`src/rtl/l2_ch_arbiter_if.sv`:
```
// Bundle between the two L1 miss handlers, the flush source and the shared L2
// access port; the arbiter takes the slave view, the environment the master view.
interface l2_ch_arbiter_if #(
  parameter int unsigned AW = 25,
  parameter int unsigned DW = 32
);
  logic          p0_req;
  logic [AW-1:0] p0_addr;
  logic [DW-1:0] p0_din;
  logic [3:0]    p0_size_msk;
  logic          p0_ack;
  logic          p0_vld;
  logic [DW-1:0] p0_dout;

  logic          p1_req;
  logic [AW-1:0] p1_addr;
  logic [DW-1:0] p1_din;
  logic [3:0]    p1_size_msk;
  logic          p1_ack;
  logic          p1_vld;
  logic [DW-1:0] p1_dout;

  logic          flush_req;
  logic          flush_done;

  logic [AW-1:0] m_addr;
  logic [DW-1:0] m_din;
  logic [3:0]    m_size_msk;
  logic          m_req;
  logic          m_flush;
  logic          m_ready;
  logic [DW-1:0] m_dout;

  modport slave (
    input  p0_req, p0_addr, p0_din, p0_size_msk,
    output p0_ack, p0_vld, p0_dout,
    input  p1_req, p1_addr, p1_din, p1_size_msk,
    output p1_ack, p1_vld, p1_dout,
    input  flush_req,
    output flush_done,
    output m_addr, m_din, m_size_msk, m_req, m_flush,
    input  m_ready, m_dout
  );

  modport master (
    output p0_req, p0_addr, p0_din, p0_size_msk,
    input  p0_ack, p0_vld, p0_dout,
    output p1_req, p1_addr, p1_din, p1_size_msk,
    input  p1_ack, p1_vld, p1_dout,
    output flush_req,
    input  flush_done,
    input  m_addr, m_din, m_size_msk, m_req, m_flush,
    output m_ready, m_dout
  );
endinterface

```
`src/rtl/l2_ch_arbiter.sv`:
```
// Round-robin arbiter and sequencer for the shared L2 port: one transaction
// outstanding at a time, flush injection with a minimum hold before completion.
module l2_ch_arbiter #(
  parameter int unsigned AW         = 25,
  parameter int unsigned DW         = 32,
  parameter int unsigned FLUSH_HOLD = 4
) (
  input  logic               clk,
  input  logic               rst_n,
  l2_ch_arbiter_if.slave     bus
);

  localparam int unsigned FCW = $clog2(FLUSH_HOLD + 1);
  localparam logic [FCW-1:0] FCNT_MAX = FCW'(FLUSH_HOLD);

  localparam logic [1:0] S_IDLE  = 2'd0;
  localparam logic [1:0] S_ISSUE = 2'd1;
  localparam logic [1:0] S_WAIT  = 2'd2;
  localparam logic [1:0] S_FLUSH = 2'd3;

  logic [1:0]     state_q, state_d;
  logic           rr_last_q, rr_last_d;
  logic           flush_pend_q, flush_pend_d;
  logic           gnt_q, gnt_d;
  logic [FCW-1:0] fcnt_q, fcnt_d;

  logic [AW-1:0]  m_addr_q, m_addr_d;
  logic [DW-1:0]  m_din_q, m_din_d;
  logic [3:0]     m_size_msk_q, m_size_msk_d;
  logic           m_req_q, m_req_d;
  logic           m_flush_q, m_flush_d;

  logic           p0_ack_q, p0_ack_d;
  logic           p1_ack_q, p1_ack_d;
  logic           p0_vld_q, p0_vld_d;
  logic           p1_vld_q, p1_vld_d;
  logic [DW-1:0]  p0_dout_q, p0_dout_d;
  logic [DW-1:0]  p1_dout_q, p1_dout_d;
  logic           flush_done_q, flush_done_d;

  logic           sel;

  // State and output registers; reset aborts any transaction in flight.
  always_ff @(posedge clk or negedge rst_n) begin
    if (!rst_n) begin
      state_q      <= S_IDLE;
      rr_last_q    <= 1'b1;
      flush_pend_q <= 1'b0;
      gnt_q        <= 1'b0;
      fcnt_q       <= '0;
      m_addr_q     <= '0;
      m_din_q      <= '0;
      m_size_msk_q <= '0;
      m_req_q      <= 1'b0;
      m_flush_q    <= 1'b0;
      p0_ack_q     <= 1'b0;
      p1_ack_q     <= 1'b0;
      p0_vld_q     <= 1'b0;
      p1_vld_q     <= 1'b0;
      p0_dout_q    <= '0;
      p1_dout_q    <= '0;
      flush_done_q <= 1'b0;
    end else begin
      state_q      <= state_d;
      rr_last_q    <= rr_last_d;
      flush_pend_q <= flush_pend_d;
      gnt_q        <= gnt_d;
      fcnt_q       <= fcnt_d;
      m_addr_q     <= m_addr_d;
      m_din_q      <= m_din_d;
      m_size_msk_q <= m_size_msk_d;
      m_req_q      <= m_req_d;
      m_flush_q    <= m_flush_d;
      p0_ack_q     <= p0_ack_d;
      p1_ack_q     <= p1_ack_d;
      p0_vld_q     <= p0_vld_d;
      p1_vld_q     <= p1_vld_d;
      p0_dout_q    <= p0_dout_d;
      p1_dout_q    <= p1_dout_d;
      flush_done_q <= flush_done_d;
    end
  end

  // Next-state and output logic.
  always_comb begin
    state_d      = state_q;
    rr_last_d    = rr_last_q;
    flush_pend_d = flush_pend_q | bus.flush_req;
    gnt_d        = gnt_q;
    fcnt_d       = fcnt_q;
    m_addr_d     = m_addr_q;
    m_din_d      = m_din_q;
    m_size_msk_d = m_size_msk_q;
    m_req_d      = m_req_q;
    m_flush_d    = 1'b0;
    p0_ack_d     = 1'b0;
    p1_ack_d     = 1'b0;
    p0_vld_d     = 1'b0;
    p1_vld_d     = 1'b0;
    p0_dout_d    = p0_dout_q;
    p1_dout_d    = p1_dout_q;
    flush_done_d = 1'b0;
    sel          = 1'b0;

    case (state_q)
      S_IDLE: begin
        if (flush_pend_q) begin
          // A request on this same edge re-arms the pending flag for a second flush.
          m_flush_d    = 1'b1;
          fcnt_d       = '0;
          flush_pend_d = bus.flush_req;
          state_d      = S_FLUSH;
        end else if (bus.p0_req || bus.p1_req) begin
          sel       = (bus.p0_req && bus.p1_req) ? ~rr_last_q : bus.p1_req;
          gnt_d     = sel;
          rr_last_d = sel;
          m_req_d   = 1'b1;
          state_d   = S_ISSUE;
          if (sel) begin
            m_addr_d     = bus.p1_addr;
            m_din_d      = bus.p1_din;
            m_size_msk_d = bus.p1_size_msk;
            p1_ack_d     = 1'b1;
          end else begin
            m_addr_d     = bus.p0_addr;
            m_din_d      = bus.p0_din;
            m_size_msk_d = bus.p0_size_msk;
            p0_ack_d     = 1'b1;
          end
        end
      end

      S_ISSUE: begin
        if (bus.m_ready) begin
          m_req_d = 1'b0;
          state_d = S_WAIT;
        end
      end

      S_WAIT: begin
        if (bus.m_ready) begin
          if (gnt_q) begin
            p1_dout_d = bus.m_dout;
            p1_vld_d  = 1'b1;
          end else begin
            p0_dout_d = bus.m_dout;
            p0_vld_d  = 1'b1;
          end
          m_size_msk_d = 4'd0;
          state_d      = S_IDLE;
        end
      end

      S_FLUSH: begin
        // Hold count saturates so a stalled L2 simply extends the flush.
        if (fcnt_q != FCNT_MAX) begin
          fcnt_d = fcnt_q + FCW'(1);
        end else if (bus.m_ready) begin
          flush_done_d = 1'b1;
          state_d      = S_IDLE;
        end
      end

      default: state_d = S_IDLE;
    endcase
  end

  assign bus.p0_ack     = p0_ack_q;
  assign bus.p1_ack     = p1_ack_q;
  assign bus.p0_vld     = p0_vld_q;
  assign bus.p1_vld     = p1_vld_q;
  assign bus.p0_dout    = p0_dout_q;
  assign bus.p1_dout    = p1_dout_q;
  assign bus.flush_done = flush_done_q;
  assign bus.m_addr     = m_addr_q;
  assign bus.m_din      = m_din_q;
  assign bus.m_size_msk = m_size_msk_q;
  assign bus.m_req      = m_req_q;
  assign bus.m_flush    = m_flush_q;

endmodule
```
`src/flat_wrapper.sv`:
```
// flat-port wrapper written by rule: the top's interface ports become plain ports
module l2_ch_arbiter_flat 
#(
  parameter int unsigned AW         = 25,
  parameter int unsigned DW         = 32,
  parameter int unsigned FLUSH_HOLD = 4
)
  (clk, rst_n, bus_p0_req, bus_p0_addr, bus_p0_din, bus_p0_size_msk, bus_p0_ack, bus_p0_vld, bus_p0_dout, bus_p1_req, bus_p1_addr, bus_p1_din, bus_p1_size_msk, bus_p1_ack, bus_p1_vld, bus_p1_dout, bus_flush_req, bus_flush_done, bus_m_addr, bus_m_din, bus_m_size_msk, bus_m_req, bus_m_flush, bus_m_ready, bus_m_dout);
  l2_ch_arbiter_if #(.AW(AW), .DW(DW)) bus_i ();
  input  logic clk;
  input  logic rst_n;
  input wire logic [$bits(bus_i.p0_req)-1:0] bus_p0_req;
  input wire logic [$bits(bus_i.p0_addr)-1:0] bus_p0_addr;
  input wire logic [$bits(bus_i.p0_din)-1:0] bus_p0_din;
  input wire logic [$bits(bus_i.p0_size_msk)-1:0] bus_p0_size_msk;
  output wire logic [$bits(bus_i.p0_ack)-1:0] bus_p0_ack;
  output wire logic [$bits(bus_i.p0_vld)-1:0] bus_p0_vld;
  output wire logic [$bits(bus_i.p0_dout)-1:0] bus_p0_dout;
  input wire logic [$bits(bus_i.p1_req)-1:0] bus_p1_req;
  input wire logic [$bits(bus_i.p1_addr)-1:0] bus_p1_addr;
  input wire logic [$bits(bus_i.p1_din)-1:0] bus_p1_din;
  input wire logic [$bits(bus_i.p1_size_msk)-1:0] bus_p1_size_msk;
  output wire logic [$bits(bus_i.p1_ack)-1:0] bus_p1_ack;
  output wire logic [$bits(bus_i.p1_vld)-1:0] bus_p1_vld;
  output wire logic [$bits(bus_i.p1_dout)-1:0] bus_p1_dout;
  input wire logic [$bits(bus_i.flush_req)-1:0] bus_flush_req;
  output wire logic [$bits(bus_i.flush_done)-1:0] bus_flush_done;
  output wire logic [$bits(bus_i.m_addr)-1:0] bus_m_addr;
  output wire logic [$bits(bus_i.m_din)-1:0] bus_m_din;
  output wire logic [$bits(bus_i.m_size_msk)-1:0] bus_m_size_msk;
  output wire logic [$bits(bus_i.m_req)-1:0] bus_m_req;
  output wire logic [$bits(bus_i.m_flush)-1:0] bus_m_flush;
  input wire logic [$bits(bus_i.m_ready)-1:0] bus_m_ready;
  input wire logic [$bits(bus_i.m_dout)-1:0] bus_m_dout;
  assign bus_i.p0_req = bus_p0_req;
  assign bus_i.p0_addr = bus_p0_addr;
  assign bus_i.p0_din = bus_p0_din;
  assign bus_i.p0_size_msk = bus_p0_size_msk;
  assign bus_p0_ack = bus_i.p0_ack;
  assign bus_p0_vld = bus_i.p0_vld;
  assign bus_p0_dout = bus_i.p0_dout;
  assign bus_i.p1_req = bus_p1_req;
  assign bus_i.p1_addr = bus_p1_addr;
  assign bus_i.p1_din = bus_p1_din;
  assign bus_i.p1_size_msk = bus_p1_size_msk;
  assign bus_p1_ack = bus_i.p1_ack;
  assign bus_p1_vld = bus_i.p1_vld;
  assign bus_p1_dout = bus_i.p1_dout;
  assign bus_i.flush_req = bus_flush_req;
  assign bus_flush_done = bus_i.flush_done;
  assign bus_m_addr = bus_i.m_addr;
  assign bus_m_din = bus_i.m_din;
  assign bus_m_size_msk = bus_i.m_size_msk;
  assign bus_m_req = bus_i.m_req;
  assign bus_m_flush = bus_i.m_flush;
  assign bus_i.m_ready = bus_m_ready;
  assign bus_i.m_dout = bus_m_dout;
  l2_ch_arbiter #(.AW(AW), .DW(DW), .FLUSH_HOLD(FLUSH_HOLD)) u_core (.clk(clk), .rst_n(rst_n), .bus(bus_i));
endmodule
```
`config.mk`:
```
export PLATFORM = sky130hd
export DESIGN_NAME = l2_ch_arbiter_flat
export DESIGN_NICKNAME = d
export VERILOG_FILES = /design/src/rtl/l2_ch_arbiter_if.sv /design/src/rtl/l2_ch_arbiter.sv /design/src/flat_wrapper.sv
export SDC_FILE = /design/constraint.sdc
export NUM_CORES = 1
export LEC_CHECK = 0
export CORE_UTILIZATION = 38
export CTS_BUF_LIST = sky130_fd_sc_hd__clkbuf_4 sky130_fd_sc_hd__clkbuf_8
export CTS_CLUSTER_DIAMETER = 80
export DETAILED_ROUTE_END_ITERATION = 16
export GPL_ROUTABILITY_DRIVEN = 0
export PLACE_DENSITY = 0.84
export SETUP_SLACK_MARGIN = 0.05
export SKIP_CTS_REPAIR_TIMING = 1
export SYNTH_ARGS = -nofsm -noshare
export SYNTH_HDL_FRONTEND = slang
export SYNTH_SLANG_ARGS = --single-unit
```
`constraint.sdc`:
```
create_clock -name clk -period 1.6 [get_ports clk]
set_input_delay 0.24 -clock clk [delete_from_list [all_inputs] [get_ports clk]]
set_output_delay 0.24 -clock clk [all_outputs]
set_load 0.02 [all_outputs]
```
# Yosys cells after proc, flatten, opt, wreduce, memory -nomap -nowiden
# Cells that the tools add are included.
dict set report word_totals {
  out_inout_bits 132
  input_bits 160
  regBits 140
}
dict set report op_classes {
  n_mux 42
  addsub 1
  reduce_logical 13
  n_eq_ne 12
  n_bitwise 4
}
# operator n
set ops {}
lappend ops {{32-bit two-way mux} 1}
lappend ops {{1-bit two-way mux} 25}
lappend ops {{25-bit two-way mux} 1}
lappend ops {{4-bit two-way mux} 4}
lappend ops {{3-bit AND reduction} 5}
lappend ops {{2-bit two-way mux} 5}
lappend ops {{2-bit != test, second input constant} 4}
lappend ops {{2-bit one-hot mux with 4 select lines} 1}
lappend ops {{4-bit one-hot mux with 2 select lines} 1}
lappend ops {{4-bit AND reduction} 2}
lappend ops {{3-bit two-way mux} 2}
lappend ops {{2-bit by 1-bit != test with 1-bit output, second input constant} 3}
lappend ops {{3-bit one-hot mux with 2 select lines} 1}
lappend ops {{2-bit nonzero test} 3}
lappend ops {{2-bit == test, second input constant} 2}
lappend ops {{3-bit by 1-bit adder with 3-bit output, second input constant} 1}
lappend ops {{3-bit by 1-bit != test with 1-bit output, second input constant} 1}
lappend ops {{3-bit != test, second input constant} 1}
lappend ops {{1-bit inverter} 3}
lappend ops {{2-bit by 1-bit == test with 1-bit output, second input constant} 1}
lappend ops {{2-bit logical NOT} 1}
lappend ops {{1-bit one-hot mux with 2 select lines} 1}
lappend ops {{1-bit logical AND} 1}
lappend ops {{1-bit logical OR} 1}
lappend ops {{1-bit OR} 1}

# Depth between registers and ports, before layout
dict set report depth {
  ltp_word 6
  mapped_depth 7
  depth_no_buf 5
}

# Worst setup path after synthesis
# OpenSTA, ideal clock, no wires.
dict set report synth_path {
  path_kind {register to register}
  start {register u_core.state_q[0]}
  end {register u_core.m_addr_q[10] (netlist: u_core.bus.m_addr[10])}
  slack_ns -0.156
  t_arrival_ns 1.630
  required_ns 1.474
  stages_incl_launch_ff 8
  setup_time_ns 0.126
  path_cell_list {dfrtp_1 -> inv_1 -> ha_1 -> nor2b_2 -> and3_1 -> buf_4 -> buf_2 -> a221o_1}
}
dict set report synth_via {
  elab_chain_cells 2
}
# item line
set synth_rtl {}
lappend synth_rtl {{start, declared} l2_ch_arbiter.sv:21} ;# logic [1:0] state_q, state_d;
lappend synth_rtl {{start signal, assigned} l2_ch_arbiter.sv:64} ;# state_q <= state_d;
lappend synth_rtl {{2-bit logical NOT} l2_ch_arbiter.sv:105} ;# case (state_q)
lappend synth_rtl {{3-bit AND reduction (no source line)} --}
lappend synth_rtl {{end signal, assigned} l2_ch_arbiter.sv:69} ;# m_addr_q <= m_addr_d;
lappend synth_rtl {{end, declared} l2_ch_arbiter.sv:27} ;# logic [AW-1:0] m_addr_q, m_addr_d;
# Every way passes these cells.
# A chain may end at the register's enable or synchronous reset.

# Worst setup path after layout
dict set report layout_path {
  start {register u_core.state_q[0]}
  end {register u_core.m_addr_q[0] (netlist: u_core.bus.m_addr[0])}
}
# The elaborated chain is that of the path after synthesis.

==> results.md <==
* 1st-iter DRT viols at 280
* Antenna violations before repair at 0
* Vias in the first global route at 5361
* Flip-flop and latch area at 3500 µm²
* Type of origin of the critical path: flop
* Setup repair after global routing missed its margin: true
* Hold Worst Slack at 0.263 ns
* Final Cycle Share at 108%
* Final non-filler cell area at 10700 µm²
* Proportion of register bits with asynchronous set or reset after synthesis at 100%
* Clock tree root buffer cell: clkbuf_8
* Via count of the routed design at 5363
* Status: finished, violations left
* Number of nets still failing antenna checks after routing at 0
* Detailed-router iteration count before antenna repair at 4
* Site Rows at 45
* Yosys synthesis warning count at 0
* Core Footprint at 15200 µm²
* Static leakage at 6.04 nW
* Synth Instances at 428
* Worst-case clock buffer depth at 2
* Maximum number of pins on one net before global-route repair at 47
* Die Y at 127 µm
* Most used flip-flop cell after synthesis: dfrtp_1
* Filler Cell Count at 1005
* Netlist cell types at 34
* Sequential fraction of the synthesis area at 59.1%
* Hold Violations, Final at 0
* Clock tree skew after final layout at 0.0161 ns
* Total global routing overflow at 0
* Pwr Density at 1850 nW/µm²
* Die X at 127 µm
* Critical path data arrival time at 2.07 ns
* Highest net fanout along the worst path at 6
* Ports at 292
* Data required time at the worst endpoint at 1.94 ns
* Post-Syn Area per Cell at 13.9 µm²
* # nets final at 927
* Worst-case vdd ir drop at 0.000964 V
* F_max at 578 MHz
* Wire length of the first global-routing pass at 28100 µm
* Setup WS pre-CTS at -0.253 ns
* Area overhead of the layout relative to synthesis at 80.2%
* EDFF count, synth at 0
* Tightest Pin Transition at 0.559 ns
* Average routed wire per standard cell at 22.4 µm
* Hold WC Path Type: primary input to async pin
* Starting utilization of the core area at 39.0%
* Detailed-route DRC error count at 0
* Deepest level of the CTS H-tree at 4
* Num CTS Buffers at 17
* Violated checks: setup timing
* Count of input and output buffers at 291
* Count of final max-slew check failures at 0
* Max capacitance violation total at 0
* Area of the mapped netlist at 5930 µm²
* DP Wirelength at 12900 µm
* Clock-pin transition on the worst setup and hold timing paths at 0.08 ns
* Total global routing track utilization at 22.7%
* Finish-stage setup viols at 73
* Period minus WS final at 1.73 ns
* Max-Slew Margin vs Limit at 62.7%
* Placed Instance Area at 9290 µm²
* TritonCTS clock tree: built
* Net count after synthesis at 596
* Multi-input logic area at 2520 µm²
* Flops & latches, synth at 140
* Die area at 16100 µm²
* Reg2reg setup slack at -0.13 ns
* Final worst setup slack at -0.129 ns
* Number of diodes at 0
* Share of final-layout standard cells stronger than drive strength 1 at 25.0%
* Crit Path Class: flop to flop
* Sinks on the clock net at 140
* Kind of end point of the critical path: flop
* Via count normalized by instance count at 5.59
* Clock Latency Late Sink at 0.45 ns
* Wire length after detailed routing at 21500 µm
## cell type report
class	count	share of cell area, %
clock buffers	18	2.26
clock inverters	14	2.04
inverters	13	0.456
multi-input cells	248	23.6
flip-flops and latches	140	32.8
well taps	188	2.20
repair buffers	339	36.7
## final timing paths
path,start,end,depth (start not counted)
setup / recovery,u_core.state_q[0],u_core.bus.m_addr[0],7
hold / removal,rst_n,u_core.bus.m_size_msk[3],2
setup reg to reg,u_core.state_q[0],u_core.bus.m_addr[0],7
hold reg to reg,u_core.bus.p1_dout[14],u_core.bus.p1_dout[14],1
max in group asynchronous,rst_n,u_core.bus.m_addr[23],3
min in group clk,bus_flush_req,u_core.flush_pend_q,2
## flip-flops by register name, summed over array words and instances (netlist names), 2 cells and up
| signal | count |
|---|---|
| u_core.state_q | 2 |
| u_core.bus.m_size_msk | 4 |
| u_core.bus.m_addr | 25 |
| u_core.fcnt_q | 3 |
| u_core.bus.m_din | 32 |
| u_core.bus.p1_dout | 32 |
| u_core.bus.p0_dout | 32 |
## per-stage QoR
| step | TNS [ns] | std cells | total power [mW] | utilization (%) |
|---|---|---|---|---|
| after floorplan | -0.891 | 428 | 11.0 | - |
| after global placement | -10.38 | 902 | 15.2 | 61.1 |
| after detailed placement | -13.32 | 902 | 15.6 | 61.1 |
| after CTS | -18.43 | 934 | 19.0 | 64.1 |
| after global routing | -7.92 | 960 | 20.7 | 70.3 |
| final | -3.75 | 960 | 19.8 | 70.3 |
## layout by cell type, fill, tap and decap left out, drive strengths merged, types with 3 or more instances in the layout
master and count:
inv 15, clkinv 4, clkinvlp 3, mux2i 21, mux2 65, a221o 45
ha 8, a31oi 4, and3 5, clkdlybuf4s50 158, o21ai 25, dlymetal6s2s 132
a21o 3, a21boi 45, nand2 5, o32ai 4, dfrtp 139, bufinv 5
clkbuf 25, buf 41
## power breakdown
| part | internal (mW) | switching (mW) |
|---|---|---|
| combinational | 5.51 | 4.93 |
| sequential | 5.17 | 0.927 |
| clock | 1.88 | 1.41 |
## cell usage after synthesis (5+ instances only)
library cell  number  share of area, %
mux2i_1           21               3.5
o21ai_0           25               2.1
clkbuf_1           8              0.51
buf_2             16               1.3
mux2_2            65                12
a221o_1           45               7.6
ha_1               8               1.7
a21boi_0          45               5.7
nand2_1            5              0.32
dfrtp_1          139                59
inv_1             13              0.82
## worst max-delay path: stages (launching register included)
cell and delay, ns:
dfrtp_1 0.39, inv_2 0.07, ha_4 0.17, nor2b_4 0.15, clkbuf_16 0.18, buf_6 0.11, and3_4 0.21, a221o_1 0.33
## cell families (layout without fill, tap and decap cells)
logic type	Yosys count	after routing	synth area share [%]
AO/OA/AOI/OAI	132	132	17.7
adder cells (fa/ha/maj)	8	8	1.69
buffers and inverters	45	384	3.94
flip-flops	140	140	59.1
multiplexers	86	86	15.9
AND/OR/NAND/NOR	17	22	1.69
## layer usage
metal	global-route usage (%)	share of wire [%]
met2	41.2	52
met4	10.4	3.5
met3	5.69	7.2
met1	24.8	37
met5	0	0
No activity file was read; power rests on OpenSTA's default activity.
